===== src/rtl/spi_pkg.sv =====
// Shared SPI types: the control-word layout, field bit positions, and the
// transaction controller's state encoding.
package spi_pkg;

  // Layout of the 32-bit control word (palabra_control).
  typedef struct packed {
    logic [5:0] rsvd_hi;
    logic [9:0] n_rx_end;
    logic [2:0] rsvd_mid;
    logic [8:0] n_tx_end;
    logic       rsvd_lo;
    logic       all_0s;
    logic       all_1s;
    logic       send;
  } palabra_control_t;

  localparam int CTRL_SEND_BIT = 0;
  localparam int CTRL_ALL1_BIT = 1;
  localparam int CTRL_ALL0_BIT = 2;
  localparam int CTRL_NTX_LSB  = 4;
  localparam int CTRL_NTX_MSB  = 12;
  localparam int CTRL_NRX_LSB  = 16;
  localparam int CTRL_NRX_MSB  = 25;

  localparam logic [7:0] ALL1_BYTE = 8'hFF;
  localparam logic [7:0] ALL0_BYTE = 8'h00;

  typedef enum logic [2:0] {
    IDLE,
    CS_SETUP,
    FETCH,
    START,
    SHIFT,
    NEXT,
    CS_HOLD,
    DONE
  } spi_state_t;

endpackage


===== src/rtl/spi_transaction_ctrl.sv =====
// Sequences a burst of SPI byte transfers: fetches TX bytes from the data RAM,
// drives the sibling byte shifter, stores RX bytes and reports progress.
module spi_transaction_ctrl
  import spi_pkg::*;
#(
  parameter int DATA_WIDTH = 32,
  parameter int ADDR_WIDTH = 9,
  parameter int CS_DLY     = 2
) (
  input  logic                  clk_i,
  input  logic                  rst_i,
  input  logic [DATA_WIDTH-1:0] ctrl_i,
  output logic                  ctrl_wr_o,
  output logic                  send_o,
  output logic [9:0]            n_rx_end_o,
  output logic [ADDR_WIDTH-1:0] mem_addr_o,
  input  logic [DATA_WIDTH-1:0] mem_rdata_i,
  output logic                  mem_we_o,
  output logic [DATA_WIDTH-1:0] mem_wdata_o,
  output logic                  sh_start_o,
  output logic [7:0]            sh_tx_o,
  input  logic                  sh_done_i,
  input  logic [7:0]            sh_rx_i,
  output logic                  cs_n_o,
  output logic                  busy_o
);

  localparam int DLY_W = (CS_DLY > 1) ? $clog2(CS_DLY) : 1;
  localparam logic [DLY_W-1:0] DLY_LAST = DLY_W'(CS_DLY - 1);

  palabra_control_t ctrl_w;
  assign ctrl_w = palabra_control_t'(ctrl_i[31:0]);

  spi_state_t            state_reg, state_next;
  logic [DLY_W-1:0]      dly_reg, dly_next;
  logic [9:0]            idx_reg, idx_next;
  logic [8:0]            ntx_reg, ntx_next;
  logic                  all1_reg, all1_next;
  logic                  all0_reg, all0_next;
  logic                  cs_n_reg, cs_n_next;
  logic [ADDR_WIDTH-1:0] addr_reg, addr_next;
  logic [7:0]            tx_reg, tx_next;
  logic                  start_reg, start_next;
  logic                  we_reg, we_next;
  logic [DATA_WIDTH-1:0] wdata_reg, wdata_next;
  logic                  cwr_reg, cwr_next;
  logic                  send_reg, send_next;
  logic [9:0]            nrx_reg, nrx_next;

  logic [9:0] idx_inc;
  assign idx_inc = idx_reg + 10'd1;

  always_ff @(posedge clk_i) begin
    if (rst_i) begin
      state_reg <= IDLE;
      dly_reg   <= '0;
      idx_reg   <= '0;
      ntx_reg   <= '0;
      all1_reg  <= 1'b0;
      all0_reg  <= 1'b0;
      cs_n_reg  <= 1'b1;
      addr_reg  <= '0;
      tx_reg    <= '0;
      start_reg <= 1'b0;
      we_reg    <= 1'b0;
      wdata_reg <= '0;
      cwr_reg   <= 1'b0;
      send_reg  <= 1'b0;
      nrx_reg   <= '0;
    end else begin
      state_reg <= state_next;
      dly_reg   <= dly_next;
      idx_reg   <= idx_next;
      ntx_reg   <= ntx_next;
      all1_reg  <= all1_next;
      all0_reg  <= all0_next;
      cs_n_reg  <= cs_n_next;
      addr_reg  <= addr_next;
      tx_reg    <= tx_next;
      start_reg <= start_next;
      we_reg    <= we_next;
      wdata_reg <= wdata_next;
      cwr_reg   <= cwr_next;
      send_reg  <= send_next;
      nrx_reg   <= nrx_next;
    end
  end

  // Pulse outputs are registered on the state exit, so each one is asserted
  // during the following state; the DONE clear write therefore lands on the
  // very edge that returns the FSM to IDLE and the stale send bit is never seen.
  always_comb begin
    state_next = state_reg;
    dly_next   = dly_reg;
    idx_next   = idx_reg;
    ntx_next   = ntx_reg;
    all1_next  = all1_reg;
    all0_next  = all0_reg;
    cs_n_next  = cs_n_reg;
    addr_next  = addr_reg;
    tx_next    = tx_reg;
    start_next = 1'b0;
    we_next    = 1'b0;
    wdata_next = wdata_reg;
    cwr_next   = 1'b0;
    send_next  = send_reg;
    nrx_next   = nrx_reg;
    case (state_reg)
      IDLE: begin
        if (ctrl_w.send) begin
          ntx_next   = ctrl_w.n_tx_end;
          all1_next  = ctrl_w.all_1s;
          all0_next  = ctrl_w.all_0s;
          idx_next   = '0;
          dly_next   = '0;
          cs_n_next  = 1'b0;
          state_next = CS_SETUP;
        end
      end
      CS_SETUP: begin
        if (dly_reg == DLY_LAST) begin
          addr_next  = idx_reg[ADDR_WIDTH-1:0];
          state_next = FETCH;
        end else begin
          dly_next = dly_reg + 1'b1;
        end
      end
      FETCH: state_next = START;
      START: begin
        if (all1_reg)      tx_next = ALL1_BYTE;
        else if (all0_reg) tx_next = ALL0_BYTE;
        else               tx_next = mem_rdata_i[7:0];
        start_next = 1'b1;
        state_next = SHIFT;
      end
      SHIFT: begin
        if (sh_done_i) begin
          we_next    = 1'b1;
          wdata_next = {{(DATA_WIDTH-8){1'b0}}, sh_rx_i};
          cwr_next   = 1'b1;
          send_next  = 1'b1;
          nrx_next   = idx_inc;
          state_next = NEXT;
        end
      end
      NEXT: begin
        if (idx_reg == {1'b0, ntx_reg}) begin
          dly_next   = '0;
          state_next = CS_HOLD;
        end else begin
          idx_next   = idx_inc;
          addr_next  = idx_inc[ADDR_WIDTH-1:0];
          state_next = FETCH;
        end
      end
      CS_HOLD: begin
        if (dly_reg == DLY_LAST) begin
          cs_n_next  = 1'b1;
          cwr_next   = 1'b1;
          send_next  = 1'b0;
          nrx_next   = {1'b0, ntx_reg} + 10'd1;
          state_next = DONE;
        end else begin
          dly_next = dly_reg + 1'b1;
        end
      end
      DONE:    state_next = IDLE;
      default: state_next = IDLE;
    endcase
  end

  assign ctrl_wr_o   = cwr_reg;
  assign send_o      = send_reg;
  assign n_rx_end_o  = nrx_reg;
  assign mem_addr_o  = addr_reg;
  assign mem_we_o    = we_reg;
  assign mem_wdata_o = wdata_reg;
  assign sh_start_o  = start_reg;
  assign sh_tx_o     = tx_reg;
  assign cs_n_o      = cs_n_reg;
  assign busy_o      = (state_reg != IDLE);

  logic unused_bits;
  assign unused_bits = ^{ctrl_w.rsvd_hi, ctrl_w.n_rx_end, ctrl_w.rsvd_mid,
                         ctrl_w.rsvd_lo, mem_rdata_i[DATA_WIDTH-1:8]};

endmodule

===== config.mk =====
export PLATFORM = sky130hd
export DESIGN_NAME = spi_transaction_ctrl
export DESIGN_NICKNAME = d
export VERILOG_FILES = /design/src/rtl/spi_pkg.sv /design/src/rtl/spi_transaction_ctrl.sv
export SDC_FILE = /design/constraint.sdc
export NUM_CORES = 1
export LEC_CHECK = 0
export ABC_AREA = 1
export BUFFER_PORTS_ARGS = -buffer_cell sky130_fd_sc_hd__buf_2
export CAP_MARGIN = 30
export CORE_MARGIN = 1
export CORE_UTILIZATION = 48
export CTS_CLUSTER_DIAMETER = 150
export DETAILED_ROUTE_END_ITERATION = 10
export HOLD_SLACK_MARGIN = 0.12
export PLACE_DENSITY_LB_ADDON = 0.1
export SKIP_LAST_GASP = 1
export SLEW_MARGIN = 15
export SYNTH_ARGS = -nofsm -noshare
export SYNTH_HDL_FRONTEND = slang
export SYNTH_SLANG_ARGS = --single-unit

===== constraint.sdc =====
create_clock -name clk_i -period 1.64 [get_ports clk_i]
set_input_delay 0.164 -clock clk_i [delete_from_list [all_inputs] [get_ports clk_i]]
set_output_delay 0.164 -clock clk_i [all_outputs]
set_load 0.01 [all_outputs]

======== Word-level counts from Yosys, hierarchy flattened ========
Index checks and enable logic that the tools add are counted.
storage, ports and cells
  memories kept ........................... 0
  bits of input ports ..................... 75
  bits in read-only memories .............. 0
  RAM bits ................................ 0
  output and inout port bits .............. 65
  flip-flop bits (word level) ............. 65
  latch bits .............................. 0
operators by class
  eq/ne operators ......................... 14
  shift-type cells ........................ 0
  $add $sub $neg .......................... 3
  muxes and demuxes ....................... 30
  multipliers ............................. 0
  bitwise gates (word level) .............. 1
  order comparisons ....................... 0
  reduce and logical (&&, ||, !) cells .... 17
  div/mod/pow operators ................... 0
operators by type and width
  operator                 count
  $mux W10                 4
  $pmux W10 S2             2
  $pmux W3 S8              1
  $mux W9                  2
  $pmux W9 S2              1
  $mux W8                  2
  $mux W3                  5
  $reduce_and A3 Y1        5
  $eq A3 B3 Y1 const B     4
  $ne A2 B2 Y1 const B     6
  $add A10 B1 Y10 const B  1
  $add A9 B1 Y10 const B   1
  $eq A10 B9 Y1            1
  $mux W1                  9
  $reduce_bool A2 Y1       4
  $eq A3 B2 Y1 const B     2
  $pmux W1 S2              3
  $reduce_bool A3 Y1       2
  $reduce_and A2 Y1        2
  $reduce_and A4 Y1        1
  $reduce_or A2 Y1         2
  $eq A3 B1 Y1 const B     1
  $logic_not A3 Y1         1
  $pmux W1 S3              1
  other kinds (2)          2

======== Depth between registers and ports, before layout ========
Gate-level depths: netlist (run 1).
  depth in word-level cells ............... 4
  gate-level depth with buffers ........... 12
  mapped depth without buffers ............ 12

======== Worst setup path after synthesis (run 1) ========
No wires, ideal clock.
  kind .................................... flip-flop to flip-flop
  start ................................... register state_reg[0]
  end ..................................... register idx_reg[9]
  setup time .............................. 0.114 ns
  stages on the path, launching flop included .. 12
  setup slack ............................. 0.235 ns
  arrival time ............................ 1.291 ns
  path through ............................ dfxtp_1 buf_4 nor2_4 nand2_2 nor2_2 o21bai_1 inv_2 nand2_4 buf_12 nand2_1 nand2_1 nor2_2
on the way
  cells in the longest elaborated chain, start to end .. 3
  elaborated cells on any way between the ends .. 7
RTL lines
  item                                                                        line                         RTL
  start: declaration                                                          spi_transaction_ctrl.sv:34   spi_state_t state_reg, state_next;
  start signal: assignment                                                    spi_transaction_ctrl.sv:71   state_reg <= state_next;
  $eq A3 B3 Y1 / $logic_not A3 Y1 (equally long branches)                     spi_transaction_ctrl.sv:108  case (state_reg)
  $ne A2 B2 Y1 (no source line) / $reduce_bool A2 Y1 (equally long branches)  --
  $reduce_and A3 Y1 (no source line)                                          --
  end signal: assignment                                                      spi_transaction_ctrl.sv:73   idx_reg <= idx_next;
  end: declaration                                                            spi_transaction_ctrl.sv:36   logic [9:0] idx_reg, idx_next;
Parallel ways exist; a longest one is shown, timed or not.
A chain may end at the register's enable or synchronous reset.

======== Worst setup path after layout (run 1) ========
  start ................................... register ntx_reg[1]
  end ..................................... register idx_reg[4]
on the way
  cells in the longest elaborated chain, start to end .. 3
RTL lines
  item                                line                         RTL
  start: declaration                  spi_transaction_ctrl.sv:37   logic [8:0] ntx_reg, ntx_next;
  start signal: assignment            spi_transaction_ctrl.sv:74   ntx_reg <= ntx_next;
  $eq A10 B9 Y1                       spi_transaction_ctrl.sv:147  if (idx_reg == {1'b0, ntx_reg}) begin
  $ne A2 B2 Y1 (no source line)       --
  $reduce_and A3 Y1 (no source line)  --
Every way passes these cells.

==> results.md, run 1 <==
* Run status: finished, final reports clean
* Clock root buffer: clkbuf_8
* Grt ovf at 0
* Via density at between 4 and 5
* Slack of the critical path at 0.0637 ns
* Hold depth at 3
* R2R depth at 9
* Slew Limit Fails at 0
* Clock Skew at 0.00891 ns
* Finished Cell Area at 4420 um2
* Synthesized area at 3340 um2
* Final nets at 657
* DRT antenna net count at 0
* Placeable Area at 6760 um2
* H-tree Lvls at 3
* Total track usage at a little under a quarter
* Number of global-route vias before repair at about 2700
* First-pass GRT wire length at 13300 um
* CP Cell Sequence: inv_1 -> a21oi_2 -> nand3_2 -> nor2_4 -> nand3_4 -> nand2_4 -> clkinvlp_4 -> nor2_1 -> nor2_1
* Avg Cell Area, Syn at 7.29 um2
* Starting DRT DRC Count at ~130
* Synth Flop Type: dfxtp_1
* Max_cap viols at 0
* Worst ir drop on vdd at roughly 0.75 mV
* Filler cells at 612
* DR pass1 iterations at 4
* Final Hold Violating Endpoints at 0
* Placer Congestion at roughly 0.9
* Synth area leader: dfxtp_1
* Critical path's slowest cell: dfxtp_2
* Area grow syn2layout at 32.4%
* Worst skew pair latency at 0.35 ns
* Die Area at 7290 um2
* Ys async rst share at 0%
* Largest fanout on the critical path at 7
* Final period util at 96.1%
* Min Tclk post-route at ~1.6 ns
* DRC at 0
* Chip height at about 85 um
* Routed vias at 3234
* Post-synth cell types at 33
* Yosys reg bits at 65
* CP peak stage delay at 0.36 ns
* Crit-path most repeated cell: nor2_1
* CP Class: reg2reg
* Clk slew on worst S/H paths at 0.07 ns
* Top-area cell type share of the netlist area at 39.0%
* Register area share after synthesis at 39.0%
* Initial antenna violation count at 0
* HPWL after detailed placement at approximately 5600 um
* Reg2reg setup slack at between 0.06 and 0.07 ns
* Final setup fails at 0
* Final wirelength at 8230 um
* Share of layout cells above drive strength 1 at 31.8%
* Synth area leaders: dfxtp_1 (39%), nand2_1 (8.8%), a21oi_1 (8.1%)
* YS warnings at 0
* Worst hold start: mem_rdata_i[3]
* Hold WC Path Type: in2reg
* Synth Instances at 458
* Required time worst endpoint at 1.89 ns
* Die Width at 85.4 um
* Max frequency at about 0.63 GHz
* Wirelength per Cell at between 10 and 15 um
* RR Endpoint: idx_reg[4]$_SDFFE_PP0P_
* Worst Path Arrival at 1.82 ns
* Post-synth EDFFs at 0
* CP Launch Type: flop
* Initial Utilization at 49.4%
* RSZ-0062 raised after global routing: yes
* R2r startpoint: ntx_reg[1]$_SDFFE_PP0P_
* CTS Sinks at 65
* CP endpoint kind: flop
* Pre-CTS WS at 0.0672 ns
* DP Area at 3800 um2
* Util after Layout at 65.4%
* IO Pins at 140
* CTS buffer count at 9
* Largest net degree at the start of global routing at 36
* Row count at 30
* Overall Power at 6.67 mW
* Pleak at 2.09 nW
* Hold Path Sink: sh_tx_o[3]$_SDFFE_PP0P_
* PwrDens at 1510 nW/um2
* # port buffers at between 70 and 80
* Max Root-Sink Buffers at 2
* CTS tree: done
* # diodes at 0
## what timing repair did
item	4_1_cts	5_1_grt
hold endpoints to repair	26	0
setup buffers	0	7
hold buffers	27	0
endpoints found under the setup margin	0	27
gates resized for setup	0	45
## per-stage QoR
| step | hold WS [ns] | setup TNS (ns) | cells |
|---|---|---|---|
| floorplan | 0.328 | 0 | 481 |
| global placement | 0.428 | 0 | 614 |
| detailed placement | 0.434 | 0 | 614 |
| CTS | 0.123 | 0 | 657 |
| global route | 0.153 | -0.309 | 664 |
| finish | 0.142 | 0 | 664 |
## worst max path at each step
| stage | start | to | slack (ns) | cells past startpoint |
|---|---|---|---|---|
| 6_report | ntx_reg[1]$_SDFFE_PP0P_ | idx_reg[4]$_SDFFE_PP0P_ | 0.06 | 9 |
| 5_1_grt | ntx_reg[1]$_SDFFE_PP0P_ | idx_reg[3]$_SDFFE_PP0P_ | -0.06 | 9 |
| 4_1_cts | state_reg[0]$_SDFFE_PP0P_ | all1_reg$_SDFFE_PP0P_ | 0.04 | 6 |
| 3_5_place_dp | idx_reg[4]$_SDFFE_PP0P_ | idx_reg[4]$_SDFFE_PP0P_ | 0.07 | 11 |
| 3_3_place_gp | idx_reg[4]$_SDFFE_PP0P_ | idx_reg[0]$_SDFFE_PP0P_ | 0.07 | 11 |
| 2_1_floorplan | state_reg[0]$_SDFFE_PP0P_ | idx_reg[9]$_SDFFE_PP0P_ | 0.24 | 11 |
## layer usage
metal	global-route usage [%]	routed length [um]
met1	32.2	4060
met2	35.3	3640
met3	5.84	360
met4	8.94	174
met5	0	0
## cells by family (layout without fill, tap and decap cells)
kind of cell    after synthesis  count (layout)  synth area share, %
simple gates                178             178                 25.4
compound gates              111             111                 17.8
buf+inv                      90             193                 14.0
flops                        65              65                 39.0
xor+xnor                     10              10                 2.62
fa+ha+maj                     3               3                 1.12
other cells                   1              24                0.112
## layout make-up
cell class                      instances  area (um2)  share of cell area (%)
Inverter                               49         193                    4.36
Timing Repair Buffer                  128         876                    19.8
Tap cell                               80         100                    2.26
Multi-Input combinational cell        326        1700                    38.6
Sequential cell                        65        1340                    30.4
Clock inverter                          6        67.6                    1.53
Clock buffer                           10         138                    3.11
## worst max-delay path, delay by kind of cell, from the launching register on
| kind | cells | cell delay [ns] |
|---|---|---|
| AND/OR/NAND/NOR | 6 | 0.73 |
| flip-flops | 1 | 0.36 |
| buffers and inverters | 2 | 0.26 |
| AO/OA/AOI/OAI | 1 | 0.13 |
## cells in the mapped netlist, types with 5 or more instances
cell and instances:
buf_4 26, o21ai_0 42, nor2_2 8, dfxtp_1 65
xor2_1 9, o21ai_2 5, nand2_2 5, clkbuf_1 8
a21oi_1 54, nor3_1 5, nand2_1 78, inv_2 7
nor2_1 33, nand3_1 34, inv_1 40
## where the power goes
part           switching [mW]  internal (mW)
sequential              0.386           1.99
combinational            1.69           1.20
clock                   0.662          0.745
## placed cells by master (no fill, tap or decap), types with 10 or more instances in the layout
cell	Yosys	final
nand2_1	78	76
buf_2	4	71
a21oi_1	54	53
dfxtp_1	65	48
o21ai_0	42	42
inv_1	40	33
nand3_1	34	33
nor2_1	33	29
buf_4	26	28
dlygate4sd3_1	0	27
conb_1	1	24
inv_2	7	12
nor2_2	8	10
clkbuf_8	0	10
Power figures use the tool's default switching activity.
==> run 2, diff against run 1 <==
Settings changed: CORE_UTILIZATION 48 to 49.
Clock period 1.64 ns to 2 ns, I/O delays scaled along.
==> results.md, run 2 (synthesized netlist as in run 1, its figures left out) <==
* Violated checks: DRC
* Starting DRT DRC Count at 179 (+39%)
* Share of layout cells above drive strength 1 at 23.7% (-8.2 points)
* Required time worst endpoint at 2.23 ns (+0.34 ns)
* Clk slew on worst S/H paths at 0.07 ns (about the same)
* Register area at 1300 um2 (-3.1%)
* Slew @ Worst Pin at 0.565 ns
* Worst Path Arrival at 1.98 ns (+0.16 ns)
* Via density at 4.88 (+0.23%)
* Wirelength per Cell at 12.2 um (-1.4%)
* Worst ir drop on vdd at 0.565 mV (-24%)
* CTS buffer count at 9 (unchanged)
* Area grow syn2layout at 13.5%
* Routed vias at 2973 (-8.1%)
* Max Root-Sink Buffers at 2 (unchanged)
* Post-CTS Resized at 0 (unchanged)
* Max_cap viols at 0 (unchanged)
* Run status: finished with violations
* Area of the multi-input gates at 1660 um2 (-2.7%)
* Finished Cell Area at 3790 um2 (-14%)
* Final nets at 605 (-7.9%)
* Row count at 29 (-3.3%)
* Slew Limit Fails at 0 (unchanged)
* Slack of the critical path at 0.250 ns (+0.187 ns)
* Slew margin rel. at 62.2%
* Clock Skew at 0.0115 ns (+0.00258 ns)
* Clock Power Share at 19.9% (-1.2 points)
* Die Area at 7150 um2 (-2.0%)
* IO Pins at 140 (unchanged)
* First-pass GRT wire length at 12300 um (-7.2%)
* CTS Hold Bufs at 0 (-100%)
* Overall Power at 4.68 mW (-30%)
* Finished Layout Cells at 609 (-8.3%)
* Filler cells at 635 (+3.8%)
* CP endpoint kind: flop
* Total track usage at 21.9% (-1.5 points)
* Final Hold Violating Endpoints at 0 (unchanged)
* Pleak at 1.82 nW (-13%)
* Switching part of the total at 42.9% (+1.9 points)
* DRC at 17 (+17)
* Grt ovf at 0 (unchanged)
* CTS tree: done
* DP Area at 3630 um2 (-4.3%)
* H-tree Lvls at 3 (unchanged)
* Max frequency at 0.572 GHz (-9.9%)
* Worst skew pair latency at 0.34 ns (about the same)
* CP Class: reg2reg
* Initial Utilization at 51.7% (+2.3 points)
* Largest net degree at the start of global routing at 33 (-8.3%)
* Final period util at 87.5% (-8.6 points)
* Largest fanout on the critical path at 16 (+9)
* Min Tclk post-route at 1.75 ns (+0.173 ns)
* Final wirelength at 7440 um (-9.6%)
* Chip height at 84.6 um (-1.0%)
* Initial antenna violation count at 0 (unchanged)
* HPWL after detailed placement at 5510 um (-2.1%)
* NetSw at 2.01 mW (-27%)
* PwrDens at 1230 nW/um2 (-18%)
* Placeable Area at 6460 um2 (-4.4%)
* DR pass1 iterations at 7 (+3)
* Cell Count Post-Placement at 593 (-3.4%)
* Die Width at 84.6 um (-1.0%)
* Number of global-route vias before repair at 2645 (-3.5%)
* Comb power frac at 39.6% (-3.7 points)
* Setup Fix Bufs, Post-CTS at 0 (unchanged)
* Hold WC Path Type: in2reg
* RSZ-0062 raised after global routing: no
* Setup TNS at 0 ns (unchanged)
* Internal Power at 2.67 mW (-32%)
* Placer Congestion at 0.886 (-0.78%)
* Clock root buffer: clkbuf_8
* Commonest cells after routing, fill and taps aside: nand2_1 (78), buf_2 (71), dfxtp_1 (65), a21oi_1 (54), o21ai_0 (42)
* CP Launch Type: flop
* # port buffers at 71 (unchanged)
* Reg power frac at 40.5% (+4.9 points)
* # diodes at 0 (unchanged)
* CTS Sinks at 65 (unchanged)
* Pre-CTS WS at 0.293 ns (+0.226 ns)
* Commonest non-fill, non-tap cell in the layout: nand2_1
* DRT antenna net count at 0 (unchanged)
* Final setup fails at 0 (unchanged)
## run 2: area by class of cell
| type | count | area share [%] |
|---|---|---|
| multi-input combinational | 326 | 43.7 |
| sequential | 65 | 34.3 |
| timing repair buffer | 76 | 10.4 |
| inverter | 49 | 4.92 |
| clock buffer | 12 | 3.57 |
| tap | 77 | 2.54 |
| clock inverter | 4 | 0.528 |
## run 2: critical path: stages (launching register included)
cell	delay (ns)
dfxtp_1	0.57
nor2_2	0.09
inv_2	0.13
nor2_8	0.07
inv_2	0.23
a21oi_1	0.11
nor3_1	0.23
nand2_1	0.11
nand2_1	0.08
nor2_1	0.04
## run 2: metal layers
| metal | GRT usage [%] | part of all wire [%] | up-vias |
|---|---|---|---|
| li1 | - | - | 1581 |
| met1 | 29.7 | 50 | 1302 |
| met2 | 34.9 | 44 | 81 |
| met3 | 4.42 | 4.0 | 9 |
| met4 | 7.40 | 1.3 | 0 |
| met5 | 0 | 0 | - |
## run 2: metrics by stage
stage / hold WS, ns / utilization (%)
floorplan: 0.364 / -
global placement: 0.428 / 56.3
detailed placement: 0.433 / 56.3
CTS: 0.124 / 58.7
global route: 0.144 / 58.7
finish: 0.137 / 58.7
## run 2: path summary, 6_finish.rpt
kind / start / end / slack (ns) / cells after the start
min: ctrl_i[10] / ntx_reg[6]$_SDFFE_PP0P_ / 0.14 / 3
min reg2reg: mem_wdata_o[6]$_SDFFE_PP0P_ / mem_wdata_o[6]$_SDFFE_PP0P_ / 0.44 / 2
max reg2reg: state_reg[0]$_SDFFE_PP0P_ / state_reg[0]$_SDFFE_PP0P_ / 0.25 / 9
max: state_reg[0]$_SDFFE_PP0P_ / state_reg[0]$_SDFFE_PP0P_ / 0.25 / 9
## run 2: power by group through the flow
stage               logic, mW  registers, mW  clock network [mW]
floorplan                1.57           1.84                   0
global placement         1.83           1.91                   0
detailed placement       1.86           1.91                   0
CTS                      1.87           1.89               0.955
global route             2.13           1.94                1.00
finish                   1.85           1.89               0.930
==> run 3, diff against run 2 <==
Settings changed: ABC_AREA 1 to 0, BUFFER_PORTS_ARGS -buffer_cell sky130_fd_sc_hd__buf_2 to -buffer_cell sky130_fd_sc_hd__buf_4.
==> results.md, run 3 <==
* Largest fanout on the critical path at 14 (-2)
* Share of layout cells above drive strength 1 at 24.0% (+0.31 points)
* Max frequency at 0.548 GHz (-4.1%)
* PwrDens at 687 nW/um2 (-44%)
* Top-area cell type share of the netlist area at 39.0% (+0.044 points)
* Finished Layout Cells at 598 (-1.8%)
* Commonest non-fill, non-tap cell in the layout: buf_4
* Run status: finished with violations
* Util after Layout at 67.2% (+8.5 points)
* Kind of cell adding the most delay to the critical path: simple AND/OR/NAND/NOR gates
* Violated checks: DRC
* Required time worst endpoint at 2.28 ns (+0.05 ns)
* Final setup fails at 0 (unchanged)
* YS warnings at 0 (unchanged)
* Post-CTS Resized at 0 (unchanged)
* DR pass1 iterations at 8 (+1)
* Buf/Inv on CP at 1 (-1)
* Max_cap viols at 0 (unchanged)
* # port buffers at 71 (unchanged)
* Slew Limit Fails at 0 (unchanged)
* CP endpoint kind: flop
* CTS Hold Bufs at 19 (+19)
* NetSw at 0.811 mW (-60%)
* Largest net degree at the start of global routing at 37 (+12%)
* Cell Count Post-Placement at 565 (-4.7%)
* Synth Flop Type: dfxtp_1
* Slew margin rel. at 63.2% (+0.95 points)
* Commonest cells after routing, fill and taps aside: buf_4 (104), nand2_1 (73), dfxtp_1 (65), a21oi_1 (46), nor2_1 (34)
* Final Hold Violating Endpoints at 0 (unchanged)
* Initial Utilization at 51.6% (-0.058 points)
* DRT antenna net count at 0 (unchanged)
* CTS tree: done
* Most frequent cells after synthesis: nand2_1 (73), dfxtp_1 (65), a21oi_1 (46), nor2_1 (34), buf_4 (24)
* Count leader, synth: nand2_1
* Setup Fix Bufs, Post-CTS at 0 (unchanged)
* Finished Cell Area at 4340 um2 (+14%)
* Starting DRT DRC Count at 203 (+13%)
* Worst ir drop on vdd at 0.430 mV (-24%)
* Die Area at 7140 um2 (-0.12%)
* Grt ovf at 0 (unchanged)
* Register area share after synthesis at 39.0% (+0.044 points)
* Number of global-route vias before repair at 2793 (+5.6%)
* Placeable Area at 6460 um2 (unchanged)
* Ys async rst share at 0% (unchanged)
* Worst skew pair latency at 0.36 ns (+0.02 ns)
* Switching part of the total at 27.2% (-16 points)
* Clk slew on worst S/H paths at 0.07 ns (about the same)
* Overall Power at 2.98 mW (-36%)
* Pleak at 1.82 nW (about the same)
* Min Tclk post-route at 1.82 ns (+0.0751 ns)
* Routed vias at 3159 (+6.3%)
* Final nets at 596 (-1.5%)
* CP Class: reg2reg
* DRC at 11 (-6)
* Max Root-Sink Buffers at 2 (unchanged)
* Via density at 5.28 (+8.2%)
* Total track usage at 24.3% (+2.4 points)
* Initial antenna violation count at 0 (unchanged)
* Setup TNS at 0 ns (unchanged)
* Wirelength per Cell at 14.1 um (+15%)
* First-pass GRT wire length at 13600 um (+10%)
* HPWL after detailed placement at 5720 um (+3.7%)
* Internal Power at 2.17 mW (-19%)
* H-tree Lvls at 3 (unchanged)
* Critical path's slowest cell: or4_1
* Slack of the critical path at 0.175 ns (-0.0751 ns)
* Synth Instances at 417 (-9.0%)
* DP Area at 3970 um2 (+9.1%)
* Comb power frac at 16.7% (-23 points)
* Reg power frac at 46.6% (+6.1 points)
* Final period util at 91.2% (+3.8 points)
* Worst Path Arrival at 2.10 ns (+0.12 ns)
* Synth area leader: dfxtp_1
* Post-synth cell types at 51 (+55%)
* CTS buffer count at 9 (unchanged)
* Die Width at 84.5 um (about the same)
* Hold WC Path Type: in2reg
* CP peak stage delay at 0.52 ns (-0.05 ns)
* Synthesized area at 3340 um2 (-0.11%)
* Placer Congestion at 0.802 (-9.5%)
* Clock Skew at 0.0107 ns (-0.000767 ns)
* Area grow syn2layout at 30.1%
* Row count at 29 (unchanged)
* CP Cell Sequence: nor2b_1 -> nand2_1 -> buf_4 -> or4_1 -> a31oi_1
* Slew @ Worst Pin at 0.550 ns (-0.0148 ns)
* Clock root buffer: clkbuf_8
* Post-synth EDFFs at 0 (unchanged)
* RSZ-0062 raised after global routing: no
* Hold Worst Slack at 0.196 ns (+0.0588 ns)
* Synth area leaders: dfxtp_1 (39%), nand2_1 (8.2%), a21oi_1 (6.9%)
* Avg Cell Area, Syn at 8.00 um2 (+9.7%)
* Clock Power Share at 36.7% (+17 points)
* Chip height at 84.5 um (about the same)
* # diodes at 0 (unchanged)
* Final wirelength at 8410 um (+13%)
* Yosys reg bits at 65 (unchanged)
* CTS Sinks at 65 (unchanged)
* Pre-CTS WS at 0.224 ns (-0.0689 ns)
* CP Launch Type: flop
* IO Pins at 140 (unchanged)
## run 3: final timing paths
| path | depth (start not counted) | slack [ns] | start | end |
|---|---|---|---|---|
| worst max-delay path | 5 | 0.18 | state_reg[0]$_SDFFE_PP0P_ | idx_reg[5]$_SDFFE_PP0P_ |
| worst min-delay path | 3 | 0.20 | mem_rdata_i[1] | sh_tx_o[1]$_SDFFE_PP0P_ |
| worst max register to register | 5 | 0.18 | state_reg[0]$_SDFFE_PP0P_ | idx_reg[5]$_SDFFE_PP0P_ |
| worst min register to register | 2 | 0.46 | mem_wdata_o[2]$_SDFFE_PP0P_ | mem_wdata_o[2]$_SDFFE_PP0P_ |
## run 3: power by group through the flow
| stage | registers (mW) | logic, mW | clock network [mW] |
|---|---|---|---|
| final | 1.39 | 0.497 | 1.10 |
| after global placement | 1.42 | 0.457 | 0 |
| after floorplan | 1.42 | 0.336 | 0 |
| after CTS | 1.39 | 0.495 | 1.11 |
| after detailed placement | 1.42 | 0.463 | 0 |
| after global routing | 1.40 | 0.547 | 1.17 |
## run 3: cell type report
cell class / instances / area [um2]
Tap cell: 77 / 96.3
Sequential cell: 65 / 1300
Timing Repair Buffer: 123 / 971
Inverter: 9 / 33.8
Clock buffer: 11 / 141
Multi-Input combinational cell: 310 / 1750
Clock inverter: 3 / 42.5
Fill cell: 582 / 2120
## run 3: worst reg2reg max path, cell delays in order (launching register included)
cell	delay (ns)
dfxtp_1	0.49
nor2b_1	0.27
nand2_1	0.10
buf_4	0.21
or4_1	0.52
a31oi_1	0.16
## run 3: cells by family after synthesis
kind of cell    after synthesis  share of synthesized area, %
flops                        65                          39.0
buf+inv                      65                          11.0
compound gates              102                          19.7
other cells                   1                         0.112
fa+ha+maj                     3                          1.13
simple gates                149                          20.5
xor+xnor                     30                          7.88
mux                           2                         0.638
## run 3: metal layers
metal	vias up	GRT usage (%)	wire [um]	part of all wire [%]
met5	-	0	0	0
met4	0	11.1	179	2.1
met3	16	5.11	515	6.1
met2	121	36.6	3800	45
met1	1419	33.3	3920	47
li1	1603	-	-	-
